<file path="config.mk">
export PLATFORM = sky130hd
export DESIGN_NAME = posicionador_embarcacao
export DESIGN_NICKNAME = d
export VERILOG_FILES = /design/src/rtl/posicionador_embarcacao.sv
export SDC_FILE = /design/constraint.sdc
export NUM_CORES = 1
export LEC_CHECK = 0
export CAP_MARGIN = 20
export CORE_ASPECT_RATIO = 1.75
export CORE_MARGIN = 2
export CORE_UTILIZATION = 40
export CTS_CLUSTER_SIZE = 40
export DETAILED_ROUTE_END_ITERATION = 7
export GPL_TIMING_DRIVEN = 0
export PLACE_DENSITY = 0.79
export SLEW_MARGIN = 10
export SYNTH_ARGS = -nofsm -noshare
export SYNTH_HDL_FRONTEND = slang
export SYNTH_SLANG_ARGS = --single-unit
export TNS_END_PERCENT = 20
</file>
<file path="constraint.sdc">
create_clock -name clk -period 3.1 [get_ports clk]
set_input_delay 0.62 -clock clk [delete_from_list [all_inputs] [get_ports clk]]
set_output_delay 0.62 -clock clk [all_outputs]
set_load 0.03 [all_outputs]
</file>
<file path="src/rtl/posicionador_embarcacao.sv">
// Ship placer: moves/rotates a fixed-length ship on the 8x8 map, checks it against occupied cells and commits it.
// Optional PLACER_ROTATE_EN enables btnGirar; without it the ship is always horizontal.
module posicionador_embarcacao #(
  parameter int unsigned COMPRIMENTO = 5
) (
  input  logic        clk,
  input  logic        reset,
  input  logic        iniciar,
  input  logic        btnCima,
  input  logic        btnBaixo,
  input  logic        btnDireita,
  input  logic        btnEsquerda,
  input  logic        btnGirar,
  input  logic        btnConfirma,
  input  logic [63:0] mapaOcupado,
  output logic [63:0] posicoesEmbarcacao,
  output logic [63:0] ocupacaoNova,
  output logic        valido,
  output logic        pronto,
  output logic        erro
);

  typedef enum logic [1:0] {IDLE, PLACING, CHECK, DONE} estado_t;

  // Highest legal anchor along the ship's long axis.
  localparam logic [3:0] MAXA = 4'(9 - COMPRIMENTO);

  estado_t    state;
  logic [3:0] ax, ay, nAx, nAy;
  logic       hit;

`ifdef PLACER_ROTATE_EN
  logic vert, nVert;
`else
  localparam logic vert  = 1'b0;
  localparam logic nVert = 1'b0;
`endif

  function automatic logic [63:0] packPos(input logic [3:0] x, input logic [3:0] y, input logic v);
    logic [63:0] r;
    r      = '0;
    r[2:0] = 3'(COMPRIMENTO);
    for (int unsigned i = 0; i < COMPRIMENTO; i++) begin
      r[6 + 8*i -: 4]  = v ? x : x + 4'(i);
      r[10 + 8*i -: 4] = v ? y + 4'(i) : y;
    end
    return r;
  endfunction

  function automatic logic [63:0] packOcc(input logic [3:0] x, input logic [3:0] y, input logic v);
    logic [63:0] r;
    logic [3:0]  cx, cy;
    r = '0;
    for (int unsigned i = 0; i < COMPRIMENTO; i++) begin
      cx = v ? x : x + 4'(i);
      cy = v ? y + 4'(i) : y;
      r[{3'(cy - 4'd1), 3'(cx - 4'd1)}] = 1'b1;
    end
    return r;
  endfunction

  assign hit  = |(ocupacaoNova & mapaOcupado);
  assign erro = (state == CHECK) && hit;

  // Only the highest-priority pending command is tried; if it breaks a bound nothing moves.
  always_comb begin
    nAx = ax;
    nAy = ay;
`ifdef PLACER_ROTATE_EN
    nVert = vert;
`endif
    if (iniciar && state != CHECK) begin
      nAx = 4'd1;
      nAy = 4'd1;
`ifdef PLACER_ROTATE_EN
      nVert = 1'b0;
`endif
    end else if (state == PLACING && !btnConfirma) begin
`ifdef PLACER_ROTATE_EN
      if (btnGirar) begin
        if (vert ? (ax <= MAXA) : (ay <= MAXA)) nVert = !vert;
      end else
`endif
      if (btnCima) begin
        if (vert ? (ay < MAXA) : (ay < 4'd8)) nAy = ay + 4'd1;
      end else if (btnBaixo) begin
        if (ay > 4'd1) nAy = ay - 4'd1;
      end else if (btnDireita) begin
        if (vert ? (ax < 4'd8) : (ax < MAXA)) nAx = ax + 4'd1;
      end else if (btnEsquerda) begin
        if (ax > 4'd1) nAx = ax - 4'd1;
      end
    end
  end

  always_ff @(posedge clk or posedge reset) begin
    if (reset) begin
      state              <= IDLE;
      ax                 <= 4'd1;
      ay                 <= 4'd1;
`ifdef PLACER_ROTATE_EN
      vert               <= 1'b0;
`endif
      posicoesEmbarcacao <= '0;
      ocupacaoNova       <= '0;
      valido             <= 1'b0;
      pronto             <= 1'b0;
    end else begin
      ax <= nAx;
      ay <= nAy;
`ifdef PLACER_ROTATE_EN
      vert <= nVert;
`endif
      case (state)
        IDLE: begin
          if (iniciar) begin
            state              <= PLACING;
            valido             <= 1'b1;
            posicoesEmbarcacao <= packPos(nAx, nAy, nVert);
            ocupacaoNova       <= packOcc(nAx, nAy, nVert);
          end
        end
        PLACING: begin
          posicoesEmbarcacao <= packPos(nAx, nAy, nVert);
          ocupacaoNova       <= packOcc(nAx, nAy, nVert);
          if (!iniciar && btnConfirma) state <= CHECK;
        end
        CHECK: begin
          if (hit) begin
            state <= PLACING;
          end else begin
            state  <= DONE;
            pronto <= 1'b1;
          end
        end
        DONE: begin
          if (iniciar) begin
            state              <= PLACING;
            pronto             <= 1'b0;
            posicoesEmbarcacao <= packPos(nAx, nAy, nVert);
            ocupacaoNova       <= packOcc(nAx, nAy, nVert);
          end
        end
        default: state <= IDLE;
      endcase
    end
  end

endmodule

</file>
# ---- After elaboration in Yosys (flattened, before gate mapping)
# Cells that the tools add are included.
dict set report totals {
  ff_bits 140
  in_bits 73
  output_inout_bits 131
  elab_cells 103
}
dict set report op_classes {
  n_addsub 14
  n_lt_le_gt_ge 14
  n_eq_ne 8
  muxes 35
  n_bitwise 5
  reduce_logical 20
}
# cell n
set op_table {}
lappend op_table {{64-bit bitwise OR} 4}
lappend op_table {{64-bit one-hot mux with 2 select lines} 2}
lappend op_table {{64-bit 2-to-1 mux} 2}
lappend op_table {{64-bit AND} 1}
lappend op_table {{64-bit OR reduction} 1}
lappend op_table {{4-bit 2-to-1 mux} 14}
lappend op_table {{6-bit by 7-bit less-than comparator with 1-bit output, second input constant} 5}
lappend op_table {{1-bit demux with 6-bit select} 5}
lappend op_table {{6-bit by 1-bit >= comparator with 1-bit output, second input constant} 5}
lappend op_table {{3-bit by 1-bit subtractor with 3-bit output, second input constant} 6}
lappend op_table {{4-bit by 1-bit adder with 4-bit output, second input constant} 3}
lappend op_table {{1-bit logical AND} 9}
lappend op_table {{4-bit by 2-bit adder with 4-bit output, second input constant} 2}
lappend op_table {{4-bit by 1-bit greater-than comparator with 1-bit output, second input constant} 2}
lappend op_table {{4-bit by 1-bit subtractor with 4-bit output, second input constant} 2}
lappend op_table {{1-bit 2-to-1 mux} 7}
lappend op_table {{2-bit 2-to-1 mux} 3}
lappend op_table {{2-bit != test, second input constant} 3}
lappend op_table {{2-bit one-hot mux with 3 select lines} 1}
lappend op_table {{2-bit AND reduction} 3}
lappend op_table {{4-bit by 3-bit adder with 4-bit output, second input constant} 1}
lappend op_table {{2-bit equality test, second input constant} 2}
lappend op_table {{4-bit by 3-bit less-than comparator with 1-bit output, second input constant} 1}
lappend op_table {{4-bit less-than comparator, second input constant} 1}
lappend op_table {{8 further kinds} 11}

# ---- Logic depth before layout (Yosys ltp)
dict set report depth {
  ltp_word 20
  depth_mapped 14
  depth_no_buf 14
}

# ---- Least setup slack after synthesis
# OpenSTA, ideal clock, no wires.
dict set report synth_path {
  path_type {flip-flop to flip-flop}
  from {register state[1]}
  to {register ocupacaoNova[41]}
  setup_ns 0.121
  arrival_ns 3.281
  t_required_ns 2.979
  setup_slack_ns -0.302
  path_stages_with_launch 13
  synth_period_minus_slack_ns 3.402
  cell_sequence {dfrtp_1 > inv_1 > ha_1 > or4b_4 > a211o_1 > nor2_4 > ha_1 > clkbuf_1 > nor2_1 > inv_1 > a211oi_1 > a211oi_4 > a22o_1}
}
dict set report synth_via {
  elab_chain_cells 16
  word_cells_on_any_way 55
}
# element line
set synth_rtl {}
lappend synth_rtl {{from (decl)} 28} ;# estado_t state;
lappend synth_rtl {{from (signal assigned)} 98} ;# state <= IDLE;
lappend synth_rtl {{from (signal assigned)} 117} ;# state <= PLACING;
lappend synth_rtl {{from (signal assigned)} 126} ;# if (!iniciar && btnConfirma) state <= CHECK;
lappend synth_rtl {{2-bit by 1-bit equality test with 1-bit output} {78, 114}}
lappend synth_rtl {{1-bit logical AND} 78} ;# end else if (state == PLACING && !btnConfirma) begin
lappend synth_rtl {{4-bit 2-to-1 mux} 78}
lappend synth_rtl {{4-bit 2-to-1 mux} 72} ;# if (iniciar && state != CHECK) begin
lappend synth_rtl {{4-bit by 1-bit adder with 4-bit output} 55} ;# cx = v ? x : x + 4'(i);
lappend synth_rtl {{3-bit by 1-bit subtractor with 3-bit output} 57} ;# r[{3'(cy - 4'd1), 3'(cx - 4'd1)}] = 1'b1;
lappend synth_rtl {{6-bit by 7-bit less-than comparator with 1-bit output (not written as such) / 6-bit by 1-bit >= comparator with 1-bit output (equally long branches)} 57}
lappend synth_rtl {{1-bit logical AND (not written as such)} 57}
lappend synth_rtl {{1-bit 2-to-1 mux (not written as such)} 57}
lappend synth_rtl {{1-bit demux with 6-bit select} 57}
lappend synth_rtl {{64-bit bitwise OR (no line) (4 in a row)} --}
lappend synth_rtl {{64-bit 2-to-1 mux} {116, 137}}
lappend synth_rtl {{64-bit one-hot mux with 2 select lines} 114} ;# case (state)
lappend synth_rtl {{to (signal assigned)} 120} ;# ocupacaoNova <= packOcc(nAx, nAy, nVert);
lappend synth_rtl {{to (signal assigned)} 125} ;# ocupacaoNova <= packOcc(nAx, nAy, nVert);
lappend synth_rtl {{to (signal assigned)} 141} ;# ocupacaoNova <= packOcc(nAx, nAy, nVert);
lappend synth_rtl {{to (decl)} 17} ;# output logic [63:0] ocupacaoNova,
# Several ways; a longest one is shown, not always the timed one. The select of a mux whose other input is x is not followed.
# A chain may end at the register's enable or synchronous reset.

# ---- Worst setup path after layout
dict set report layout_path {
  from {register ax[1]}
  to {register ocupacaoNova[32]}
}
dict set report layout_via {
  elab_chain_cells 20
  word_cells_on_any_way 52
}
# element line
set layout_rtl {}
lappend layout_rtl {{from (decl)} 29} ;# logic [3:0] ax, ay, nAx, nAy;
lappend layout_rtl {{from (signal assigned)} 109} ;# ax <= nAx;
lappend layout_rtl {{4-bit by 1-bit subtractor with 4-bit output / 4-bit by 1-bit greater-than comparator with 1-bit output (equally long branches)} 91} ;# if (ax > 4'd1) nAx = ax - 4'd1;
lappend layout_rtl {{4-bit 2-to-1 mux} 91}
lappend layout_rtl {{4-bit 2-to-1 mux} 90} ;# end else if (btnEsquerda) begin
lappend layout_rtl {{4-bit 2-to-1 mux *} 88} ;# end else if (btnDireita) begin
lappend layout_rtl {{4-bit 2-to-1 mux *} 86} ;# end else if (btnBaixo) begin
lappend layout_rtl {{4-bit 2-to-1 mux *} 84} ;# if (btnCima) begin
lappend layout_rtl {{4-bit 2-to-1 mux *} 78}
lappend layout_rtl {{4-bit 2-to-1 mux *} 72}
lappend layout_rtl {{net nAx[2]} 29}
lappend layout_rtl {{[2 not listed]} --}
lappend layout_rtl {{6-bit by 7-bit less-than comparator with 1-bit output (not written as such) / 6-bit by 1-bit >= comparator with 1-bit output (equally long branches)} 57}
lappend layout_rtl {{1-bit logical AND (not written as such)} 57}
lappend layout_rtl {{1-bit 2-to-1 mux (not written as such)} 57}
lappend layout_rtl {{1-bit demux with 6-bit select} 57}
lappend layout_rtl {{64-bit bitwise OR (no line) (3 in a row)} --}
lappend layout_rtl {{64-bit bitwise OR (no line) *} --}
lappend layout_rtl {{64-bit 2-to-1 mux} {116, 137}}
lappend layout_rtl {{64-bit one-hot mux with 2 select lines *} 114}
# Mark *: on every way through the listed nets, which the timed path passes. The rest lies on a longest branch. The select of a mux whose other input is x is not followed.

==> impl_metrics.env <==
export IMPL_status="finished with violations"
export IMPL_violations="negative setup slack"
export IMPL_die_area_um2=14300
export IMPL_viasPerCell=5.70
export IMPL_p_leak_nw=3.86
export IMPL_worst_pin_slew_ps=866
export IMPL_cts_tree="yes"
export IMPL_fmax_mhz=301
export IMPL_hp_class="register to register"
export IMPL_clock_skew_ps=8.17
export IMPL_critPathLaunchType="register"
export IMPL_dpl_instance_area_um2=7590
export IMPL_crit_type="register to register"
export IMPL_netSwitchingFraction=0.435
export IMPL_critPathArrivalTime_ps=3550
export IMPL_dr_pass1_iters=5
export IMPL_grt_usage=0.272
export IMPL_antenna_found_initial=0
export IMPL_final_cells=927
export IMPL_critPathSlowestCell="a2111oi_4"
export IMPL_irDropWorstVdd_mv=0.650
export IMPL_filler_cell_count=878
export IMPL_ys_seq_elements=97
export IMPL_die_y_um=156
export IMPL_dp_hpwl_mm=13.6
export IMPL_worstSkewPairLatency_ps=350
export IMPL_grt_overflow=0
export IMPL_maxSlewViolCount=0
export IMPL_seqPwrFrac=0.266
export IMPL_ys_flop_type="dfrtp_1"
export IMPL_clk_pin_slew_worst_paths_ps=70
export IMPL_worstSetupEndpointType="register"
export IMPL_cts_sinks=97
export IMPL_cts_hold_buf=0
export IMPL_final_core_util=0.697
export IMPL_place_inst=856
export IMPL_clkPwrFrac=0.184
export IMPL_switchingPower_mw=2.89
export IMPL_grt_pass1_wl_mm=29.8
export IMPL_syn2layout_area_growth_pct=69.7
export IMPL_htree_num_levels=3
export IMPL_vias=5284
export IMPL_netlist_area_um2=5310
export IMPL_cts_buffer_depth=2
export IMPL_ant_nets=0
export IMPL_reg2reg_slack_ps=-220
export IMPL_fin_crit_sh=1.07
export IMPL_n_antenna_cell=0
export IMPL_setup_viol=65
export IMPL_grt_max_degree=53
export IMPL_chipWidth_um=91.1
export IMPL_crit_chain="inv_1 -> ha_4 -> buf_4 -> nand4b_1 -> a2111oi_4 -> nor2_4 -> inv_2 -> buf_12 -> ha_4 -> xor2_4 -> nor2_2 -> a21boi_4 -> a211oi_4 -> buf_12 -> a22o_1"
export IMPL_rows=55
export IMPL_hold_viol=0
export IMPL_p_per_area_nw_per_um2=738
export IMPL_required_ps=3340
export IMPL_worstPathMaxFanout=8
export IMPL_pwr_share_comb=0.550
export IMPL_drc=0
export IMPL_start_util=0.411
export IMPL_numCtsBuffers=9
export IMPL_synth_seq_area_share=0.457
export IMPL_yosysWarnings=0
export IMPL_syn_inst=483
export IMPL_drive_gt1_frac=0.317
export IMPL_wl_per_cell_um=22.4
export IMPL_synthArstFlopShare=1.00
export IMPL_rsz0062_at_grt="true"
export IMPL_cp_top_family="compound AO/OA/AOI/OAI gates"
export IMPL_root_buffer="clkbuf_16"
export IMPL_drt_iter0_drc=313
export IMPL_core_area_um2=12900
export IMPL_fin_ws_ps=-217
export IMPL_p_int_mw=3.76
export IMPL_ioPinCount=204
export IMPL_fin_crit_ps=3320
export IMPL_synth_edf_count=0
export IMPL_power_mw=6.66
export IMPL_path_buf_inv=5
export IMPL_fin_nets=842
export IMPL_numPortBuffers=180
export IMPL_maxCapViolCount=0
export IMPL_routabilityCongestion=0.927
export IMPL_syn_area_per_cell_um2=11.0
export IMPL_routed_wl_mm=20.7
export IMPL_hold_ws_ps=459
export IMPL_final_area_um2=9020
export IMPL_slew_headroom=0.423
export IMPL_slowest_delay_ps=490
export IMPL_ys_types=58
export IMPL_grt_pass1_vias=5515
[per-layer routing]
metal	GRT usage	vias up	wire length, um
li1	-	2293	-
met1	0.268	2580	6750
met2	0.518	328	11400
met3	0.0578	83	1490
met4	0.152	0	1080
met5	0	-	0
[cells by family (layout without fill, tap and decap cells)]
family / Yosys count / after routing / share of synthesized area
buffers and inverters: 79 / 331 / 0.0878
AND/OR/NAND/NOR: 97 / 97 / 0.101
multiplexers: 12 / 12 / 0.0238
AO/OA/AOI/OAI: 169 / 169 / 0.270
flip-flops: 97 / 97 / 0.457
adder cells (fa/ha/maj): 18 / 18 / 0.0424
other: 1 / 22 / 0.000706
XOR/XNOR: 10 / 10 / 0.0165
[power groups by stage]
stage	sequential [mW]	combinational, mW	clock, mW
global route	1.80	3.85	1.28
CTS	1.77	3.50	1.22
floorplan	2.12	1.57	0
finish	1.77	3.66	1.23
detailed placement	1.77	3.11	0
global placement	1.76	3.03	0
[per-stage QoR]
step / TNS, ps / worst slack, ps
3_5_place_dp: -77860 / -1370
6_report: -7930 / -217
3_3_place_gp: -201500 / -1360
5_1_grt: -14170 / -313
2_1_floorplan: -8630 / -83.2
4_1_cts: -516 / -39.7
[layout by cell type (no fill, tap or decap), drive strengths merged, types with 3 or more instances in the layout]
cell type,netlist,routed
a221oi,16,16
clkdlybuf4s50,0,159
buf,46,106
a22o,81,81
clkdlybuf4s15,0,3
o21ai,18,18
xor2,4,4
nor3,5,5
nor4,7,7
a211oi,16,16
dfrtp,95,95
a21oi,18,18
a2111oi,3,3
clkbuf,14,20
mux2,5,5
nor2b,5,5
mux2i,7,7
nand2,23,23
dlygate4sd2,0,16
ha,18,18
inv,19,20
nand4,6,6
nor2,28,28
xnor2,6,6
conb,1,22
nand2b,6,6
[cell usage after synthesis, types with 3 or more instances]
library cell / n / share of area
nand2_1: 23 / 0.016
nor2b_1: 5 / 0.0059
ha_1: 18 / 0.042
dfrtp_1: 95 / 0.45
mux2i_1: 7 / 0.013
a22o_1: 81 / 0.13
nor2_1: 26 / 0.018
a211oi_2: 6 / 0.014
o21ai_1: 3 / 0.0028
xor2_1: 4 / 0.0066
a211oi_4: 4 / 0.015
mux2_2: 5 / 0.011
clkbuf_1: 14 / 0.0099
nand2b_1: 6 / 0.0071
inv_1: 17 / 0.012
a21oi_1: 18 / 0.017
a221oi_1: 16 / 0.026
nor4_1: 5 / 0.0059
xnor2_1: 6 / 0.0099
nand4_1: 6 / 0.0071
buf_4: 43 / 0.061
nor3_1: 4 / 0.0038
o21ai_0: 15 / 0.014
a211oi_1: 6 / 0.0085
[path summary, 6_finish.rpt]
check | start | end | cells after the start
worst max-delay path | ax[1]$_DFF_PP0_ | ocupacaoNova[32]$_DFFE_PP0P_ | 15
worst min-delay path | valido$_DFFE_PP0P_ | valido$_DFFE_PP0P_ | 1
worst max register to register | ax[1]$_DFF_PP0_ | ocupacaoNova[32]$_DFFE_PP0P_ | 15
worst min register to register | valido$_DFFE_PP0P_ | valido$_DFFE_PP0P_ | 1
max in group asynchronous | reset | posicoesEmbarcacao[12]$_DFFE_PP0P_ | 3
min in group asynchronous | reset | ocupacaoNova[23]$_DFFE_PP0P_ | 2
[state kept, by name, summed over array words and instances, names as in the netlist]
name,count
ocupacaoNova,64
posicoesEmbarcacao,21
ax,4
ay,4
state,2
pronto,1
valido,1
[cell type report]
class / instances / area [um^2] / share of cell area
Tap cell: 171 / 214 / 0.0237
Buffer: 57 / 407 / 0.0451
Inverter: 19 / 91.3 / 0.0101
Timing Repair Buffer: 239 / 2350 / 0.261
Multi-Input combinational cell: 328 / 3200 / 0.355
Sequential cell: 97 / 2430 / 0.270
Clock buffer: 9 / 225 / 0.0250
Clock inverter: 7 / 100 / 0.0111
[what timing repair did]
| action | in CTS | in global routing |
|---|---|---|
| buffers inserted | 47 | 12 |
| pin swaps | 42 | 24 |
| gates resized for setup | 124 | 37 |
| cloned | 0 | 0 |
| setup endpoints to repair | 68 | 68 |
Power figures use the tool's default switching activity.
